**config.mk**
```make
export PLATFORM = sky130hd
export DESIGN_NAME = trojan_vector_sweeper
export DESIGN_NICKNAME = d
export VERILOG_FILES = /design/src/rtl/trojan_vector_sweeper.sv
export SDC_FILE = /design/constraint.sdc
export NUM_CORES = 1
export LEC_CHECK = 0
export ABC_AREA = 1
export BUFFER_PORTS_ARGS = -buffer_cell sky130_fd_sc_hd__buf_2
export CAP_MARGIN = 20
export CORE_MARGIN = 4
export CORE_UTILIZATION = 50
export DETAILED_ROUTE_END_ITERATION = 8
export MAX_ROUTING_LAYER = met4
export PLACE_DENSITY = 0.8
export SLEW_MARGIN = 10
export SYNTH_ARGS = -nofsm -noshare
export SYNTH_HDL_FRONTEND = slang
export SYNTH_SLANG_ARGS = --single-unit
```
**constraint.sdc**
```tcl
create_clock -name CK -period 3.81 [get_ports CK]
set_clock_uncertainty 0.15 [all_clocks]
set_input_delay 0.5715 -clock CK [delete_from_list [all_inputs] [get_ports CK]]
set_output_delay 0.5715 -clock CK [all_outputs]
set_load 0.005 [all_outputs]
```
**src/rtl/trojan_vector_sweeper.sv**
```systemverilog
// Exhaustive stimulus/response sweeper with valid/ready record stream and MISR signature.
// Define SWEEP_LFSR_EN to visit vectors as 0 followed by a maximal LFSR sequence instead of a binary count.
module trojan_vector_sweeper #(
  parameter int                IN_W       = 2,
  parameter int                OUT_W      = 1,
  parameter int                SETTLE_CYC = 1,
  parameter int                MISR_W     = 16,
  parameter logic [MISR_W-1:0] MISR_POLY  = 16'h002D,
  parameter logic [MISR_W-1:0] MISR_SEED  = 16'hFFFF
) (
  input  logic              CK,
  input  logic              reset,
  input  logic              start,
  input  logic              abort,
  output logic [IN_W-1:0]   dut_in,
  input  logic [OUT_W-1:0]  dut_out,
  output logic              rec_valid,
  input  logic              rec_ready,
  output logic [IN_W-1:0]   rec_vec,
  output logic [OUT_W-1:0]  rec_resp,
  output logic              busy,
  output logic              done,
  output logic [MISR_W-1:0] signature,
  output logic [IN_W:0]     vec_count
);

  typedef enum logic [2:0] {S_IDLE, S_APPLY, S_SETTLE, S_HOLD, S_DONE} state_e;

  localparam logic [7:0]  SETTLE_LD = 8'(SETTLE_CYC);
  localparam logic [IN_W:0] LAST_IDX = {1'b0, {IN_W{1'b1}}};

`ifdef SWEEP_LFSR_EN
  // Feedback taps (bit positions XORed with the MSB) giving a maximal-length sequence.
  function automatic logic [7:0] tap_mask(input int w);
    case (w)
      2:       return 8'h01;
      3:       return 8'h02;
      4:       return 8'h04;
      5:       return 8'h04;
      6:       return 8'h10;
      7:       return 8'h20;
      8:       return 8'h0E;
      default: return 8'h00;
    endcase
  endfunction
  localparam logic [IN_W-1:0] TAP_MASK = IN_W'(tap_mask(IN_W));
`endif

  function automatic logic [IN_W-1:0] next_vec(input logic [IN_W-1:0] v);
`ifdef SWEEP_LFSR_EN
    if (IN_W >= 2 && IN_W <= 8) begin
      if (v == '0) return IN_W'(1);
      return (v << 1) | IN_W'(v[IN_W-1] ^ (^(v & TAP_MASK)));
    end
`endif
    return v + IN_W'(1);
  endfunction

  state_e             state_q, state_d;
  logic [IN_W:0]      idx_q, idx_d;
  logic [IN_W-1:0]    vec_q, vec_d;
  logic [7:0]         cnt_q, cnt_d;
  logic               rec_valid_q, rec_valid_d;
  logic [IN_W-1:0]    rec_vec_q, rec_vec_d;
  logic [OUT_W-1:0]   rec_resp_q, rec_resp_d;
  logic [MISR_W-1:0]  sig_q, sig_d;
  logic [IN_W:0]      count_q, count_d;
  logic               accept;
  logic               last_vec;

  assign accept   = rec_valid_q & rec_ready;
  assign last_vec = (idx_q == LAST_IDX);

  // NOTE: sequential state uses non-blocking (<=) so every register samples pre-edge values.
  always_ff @(posedge CK or negedge reset) begin
    if (!reset) state_q <= S_IDLE;
    else        state_q <= state_d;
  end

  always_comb begin
    // NOTE: default assignment first so no path leaves state_d unassigned (no latch).
    state_d = state_q;
    if (abort) begin
      state_d = S_IDLE;
    end else begin
      case (state_q)
        S_IDLE, S_DONE: if (start) state_d = S_APPLY;
        S_APPLY:        state_d = S_SETTLE;
        S_SETTLE:       if (cnt_q == 8'd1) state_d = S_HOLD;
        S_HOLD:         if (accept) state_d = last_vec ? S_DONE : S_APPLY;
        default:        state_d = S_IDLE;
      endcase
    end
  end

  always_comb begin
    busy = (state_q == S_APPLY) || (state_q == S_SETTLE) || (state_q == S_HOLD);
    done = (state_q == S_DONE);
  end

  // Datapath: everything holds unless the current state says otherwise.
  always_comb begin
    idx_d       = idx_q;
    vec_d       = vec_q;
    cnt_d       = cnt_q;
    rec_valid_d = rec_valid_q;
    rec_vec_d   = rec_vec_q;
    rec_resp_d  = rec_resp_q;
    sig_d       = sig_q;
    count_d     = count_q;
    if (abort) begin
      rec_valid_d = 1'b0;
    end else begin
      case (state_q)
        S_IDLE, S_DONE: begin
          if (start) begin
            idx_d       = '0;
            vec_d       = '0;
            sig_d       = MISR_SEED;
            count_d     = '0;
            rec_valid_d = 1'b0;
          end
        end
        S_APPLY: cnt_d = SETTLE_LD;
        S_SETTLE: begin
          if (cnt_q == 8'd1) begin
            rec_resp_d  = dut_out;
            rec_vec_d   = vec_q;
            rec_valid_d = 1'b1;
          end else begin
            cnt_d = cnt_q - 8'd1;
          end
        end
        S_HOLD: begin
          if (accept) begin
            rec_valid_d = 1'b0;
            count_d     = count_q + 1'b1;
            sig_d       = {sig_q[MISR_W-2:0], 1'b0}
                        ^ (sig_q[MISR_W-1] ? MISR_POLY : '0)
                        ^ MISR_W'(rec_resp_q);
            if (!last_vec) begin
              idx_d = idx_q + 1'b1;
              vec_d = next_vec(vec_q);
            end
          end
        end
        default: ;
      endcase
    end
  end

  always_ff @(posedge CK or negedge reset) begin
    if (!reset) begin
      idx_q       <= '0;
      vec_q       <= '0;
      cnt_q       <= '0;
      rec_valid_q <= 1'b0;
      rec_vec_q   <= '0;
      rec_resp_q  <= '0;
      sig_q       <= MISR_SEED;
      count_q     <= '0;
    end else begin
      idx_q       <= idx_d;
      vec_q       <= vec_d;
      cnt_q       <= cnt_d;
      rec_valid_q <= rec_valid_d;
      rec_vec_q   <= rec_vec_d;
      rec_resp_q  <= rec_resp_d;
      sig_q       <= sig_d;
      count_q     <= count_d;
    end
  end

  assign dut_in    = vec_q;
  assign rec_valid = rec_valid_q;
  assign rec_vec   = rec_vec_q;
  assign rec_resp  = rec_resp_q;
  assign signature = sig_q;
  assign vec_count = count_q;

endmodule

```
==> metrics.md <==
| Metric | Value |
|---|---|
| CTS hold repair buffers | `0` |
| Slew Limit Fails | `0` |
| Final Cell Area | `2280 µm²` |
| Worst slack, placed | `1220 ps` |
| Drc violations | `0` |
| Die W | `71.8 µm` |
| Fin nets | `294` |
| DP HPWL | `2840 µm` |
| Most common cell after layout, fill and taps aside | `nand2_1` |
| TritonRoute pass-1 iters | `4` |
| Worst-Skew Late Latency | `290 ps` |
| Synthesized area | `2040 µm²` |
| Largest stage delay on the critical path | `580 ps` |
| Final setup viols | `0` |
| Die area | `5160 µm²` |
| Largest net degree at the start of global routing | `40` |
| Post-DP Area | `2200 µm²` |
| Grt total ovfl | `0` |
| Slew margin rel. | `0.440` |
| Initial Util | `0.536` |
| CTS resizes | `0` |
| Cells after Synth | `253` |
| Ys async rst share | `1.00` |
| Buffers on Ports | `32` |
| R2R depth | `6` |
| Clk sinks | `39` |
| Core area | `3800 µm²` |
| Final Critical Period | `2660 ps` |
| Vias in the first global route | `1515` |
| FF+latch count, synth | `39` |
| Crit-path cells | `inv_2 > nand3_2 > nor2_1 > nor2_1 > nand2_2 > o21ai_0` |
| Synth Net Count | `264` |
| Hold Crit Class | `in2async` |
| Hold Slack | `235 ps` |
| Period utilization | `0.697` |
| Mean Syn Cell Area | `8.05 µm²` |
| CP required | `3860 ps` |
| Routed WL per cell | `12.1 µm` |
| YS warnings | `0` |
| Post-CTS Setup Inserts | `0` |
| Main synth FF type | `dfrtp_1` |
| DR vias/cell | `5.09` |
| CTS H-Tree Depth | `2` |
| CP Launch Type | `register` |
| RD Place Congestion | `0.844` |
| R2R setup slack | `1150 ps` |
| Vias | `1691` |
| Row count | `22` |
| PwrDens | `804 nW/µm²` |
| Critical R2R Launch | `state_q[2]$_DFFE_PN0P_` |
| CTS Buf Count | `5` |
| Final hold vios | `0` |
| Count of cell types in the netlist | `25` |
| Final WL | `4000 µm` |
| Worst-Margin Slew | `840 ps` |
| Setup TNS | `0 ps` |
| Initial antenna violation count | `0` |
| Worst setup path class | `reg2reg` |
| Max clock buf depth | `2` |
| Register area share after synthesis | `0.489` |
| Status | `finished, final reports clean` |
| Critical Path AT | `2700 ps` |
| Die height | `71.8 µm` |
| Clock-pin slew on the worst setup and hold paths | `70 ps` |
| Post-route ant nets | `0` |
| TritonCTS clock tree | `built` |
| LEAKAGE | `1.20 nW` |
| EDFF count, synth | `0` |
| First-pass GRT wire length | `6830 µm` |
| I/O pins | `33` |
| Gr usage total | `0.172` |
| Critical Path End Type | `register` |
| RSZ-0062 raised after global routing | `false` |
| Max_cap viols | `0` |
| Most frequent cells in the layout | `71 x nand2_1, 41 x nor2_1, 32 x buf_2` |
| Crit-path max FO | `38` |
| Max stage delay cell, worst path | `nand2_2` |
| Root Driver | `clkbuf_8` |
| # diodes | `0` |
| FF-to-FF End | `signature[2]$_DFFE_PN1P_` |
| Fmax | `377 MHz` |
| VDD IR max | `336 µV` |
| Layout area overhead | `11.8%` |
| DR iter-0 viols | `158` |
| Layout cells sized above 1 | `0.232` |
| Worst setup margin | `1150 ps` |
| CP dominant cell by count | `nor2_1` |
## sequential cells by signal (all words and copies together) (netlist names)
signal	flops
rec_vec	2
rec_valid	1
cnt_q	8
dut_in	2
vec_count	3
rec_resp	1
signature	16
state_q	3
idx_q	3
## worst max path at each step
stage / cells past startpoint / to / start
after floorplan: 7 / cnt_q[5]$_DFFE_PN0P_ / state_q[2]$_DFFE_PN0P_
after global placement: 5 / signature[0]$_DFFE_PN1P_ / state_q[0]$_DFFE_PN0P_
after detailed placement: 5 / signature[2]$_DFFE_PN1P_ / state_q[0]$_DFFE_PN0P_
after CTS: 6 / signature[2]$_DFFE_PN1P_ / state_q[2]$_DFFE_PN0P_
after global routing: 6 / signature[2]$_DFFE_PN1P_ / state_q[2]$_DFFE_PN0P_
final: 6 / signature[2]$_DFFE_PN1P_ / state_q[2]$_DFFE_PN0P_
## layer usage
layer | up-vias | wire length, µm | global-route usage
li1 | 864 | - | -
met1 | 779 | 1890 | 0.235
met2 | 42 | 1860 | 0.245
met3 | 6 | 198 | 0.0477
met4 | 0 | 57 | 0.0564
met5 | - | 0 | -
## cell families after synthesis
family / count (synthesis) / synth area share
buffers and inverters: 29 / 0.0670
AO/OA/AOI/OAI: 31 / 0.0928
AND/OR/NAND/NOR: 141 / 0.286
flip-flops: 39 / 0.489
XOR/XNOR: 8 / 0.0344
adder cells (fa/ha/maj): 5 / 0.0307
## cell usage after synthesis (2+ instances only)
cell	n	area, µm²
xor2_1	7	61.3
nand2_1	71	267
nor2_1	41	154
inv_2	2	7.51
ha_1	5	62.6
buf_6	3	33.8
a21oi_1	2	10.0
dfrtp_1	23	576
o21ai_2	6	52.6
dfstp_2	16	420
nand4_1	8	50.1
clkbuf_1	2	7.51
buf_1	2	7.51
o21ai_0	18	90.1
nand3_1	17	85.1
o21ai_1	4	20.0
inv_1	18	67.6
## layout make-up
type / count / area [µm²]
clock buffer: 7 / 76.3
clock inverter: 1 / 5.00
fill: 335 / 1520
inverter: 20 / 75.1
multi-input combinational: 185 / 905
sequential: 39 / 996
tap: 48 / 60.1
timing repair buffer: 32 / 160
## per-stage QoR
| step | util | power (mW) | instances |
|---|---|---|---|
| 2_1_floorplan | - | 1.36 | 253 |
| 3_3_place_gp | 0.578 | 1.54 | 324 |
| 3_5_place_dp | 0.578 | 1.57 | 324 |
| 4_1_cts | 0.599 | 1.85 | 332 |
| 5_1_grt | 0.599 | 1.99 | 332 |
| 6_report | 0.599 | 1.83 | 332 |
## worst max-delay path: cells and delay by family, from the launching register on
| kind | cells | cell delay [ps] |
|---|---|---|
| compound gates | 1 | 360 |
| buf+inv | 1 | 70 |
| simple gates | 4 | 1560 |
| flops | 1 | 410 |
## where the power goes
| group | total [mW] | internal [mW] | switching [mW] |
|---|---|---|---|
| Combinational | 0.786 | 0.302 | 0.483 |
| Clock | 0.266 | 0.128 | 0.138 |
| Sequential | 0.780 | 0.631 | 0.149 |
No activity file was read; power rests on OpenSTA's default activity.
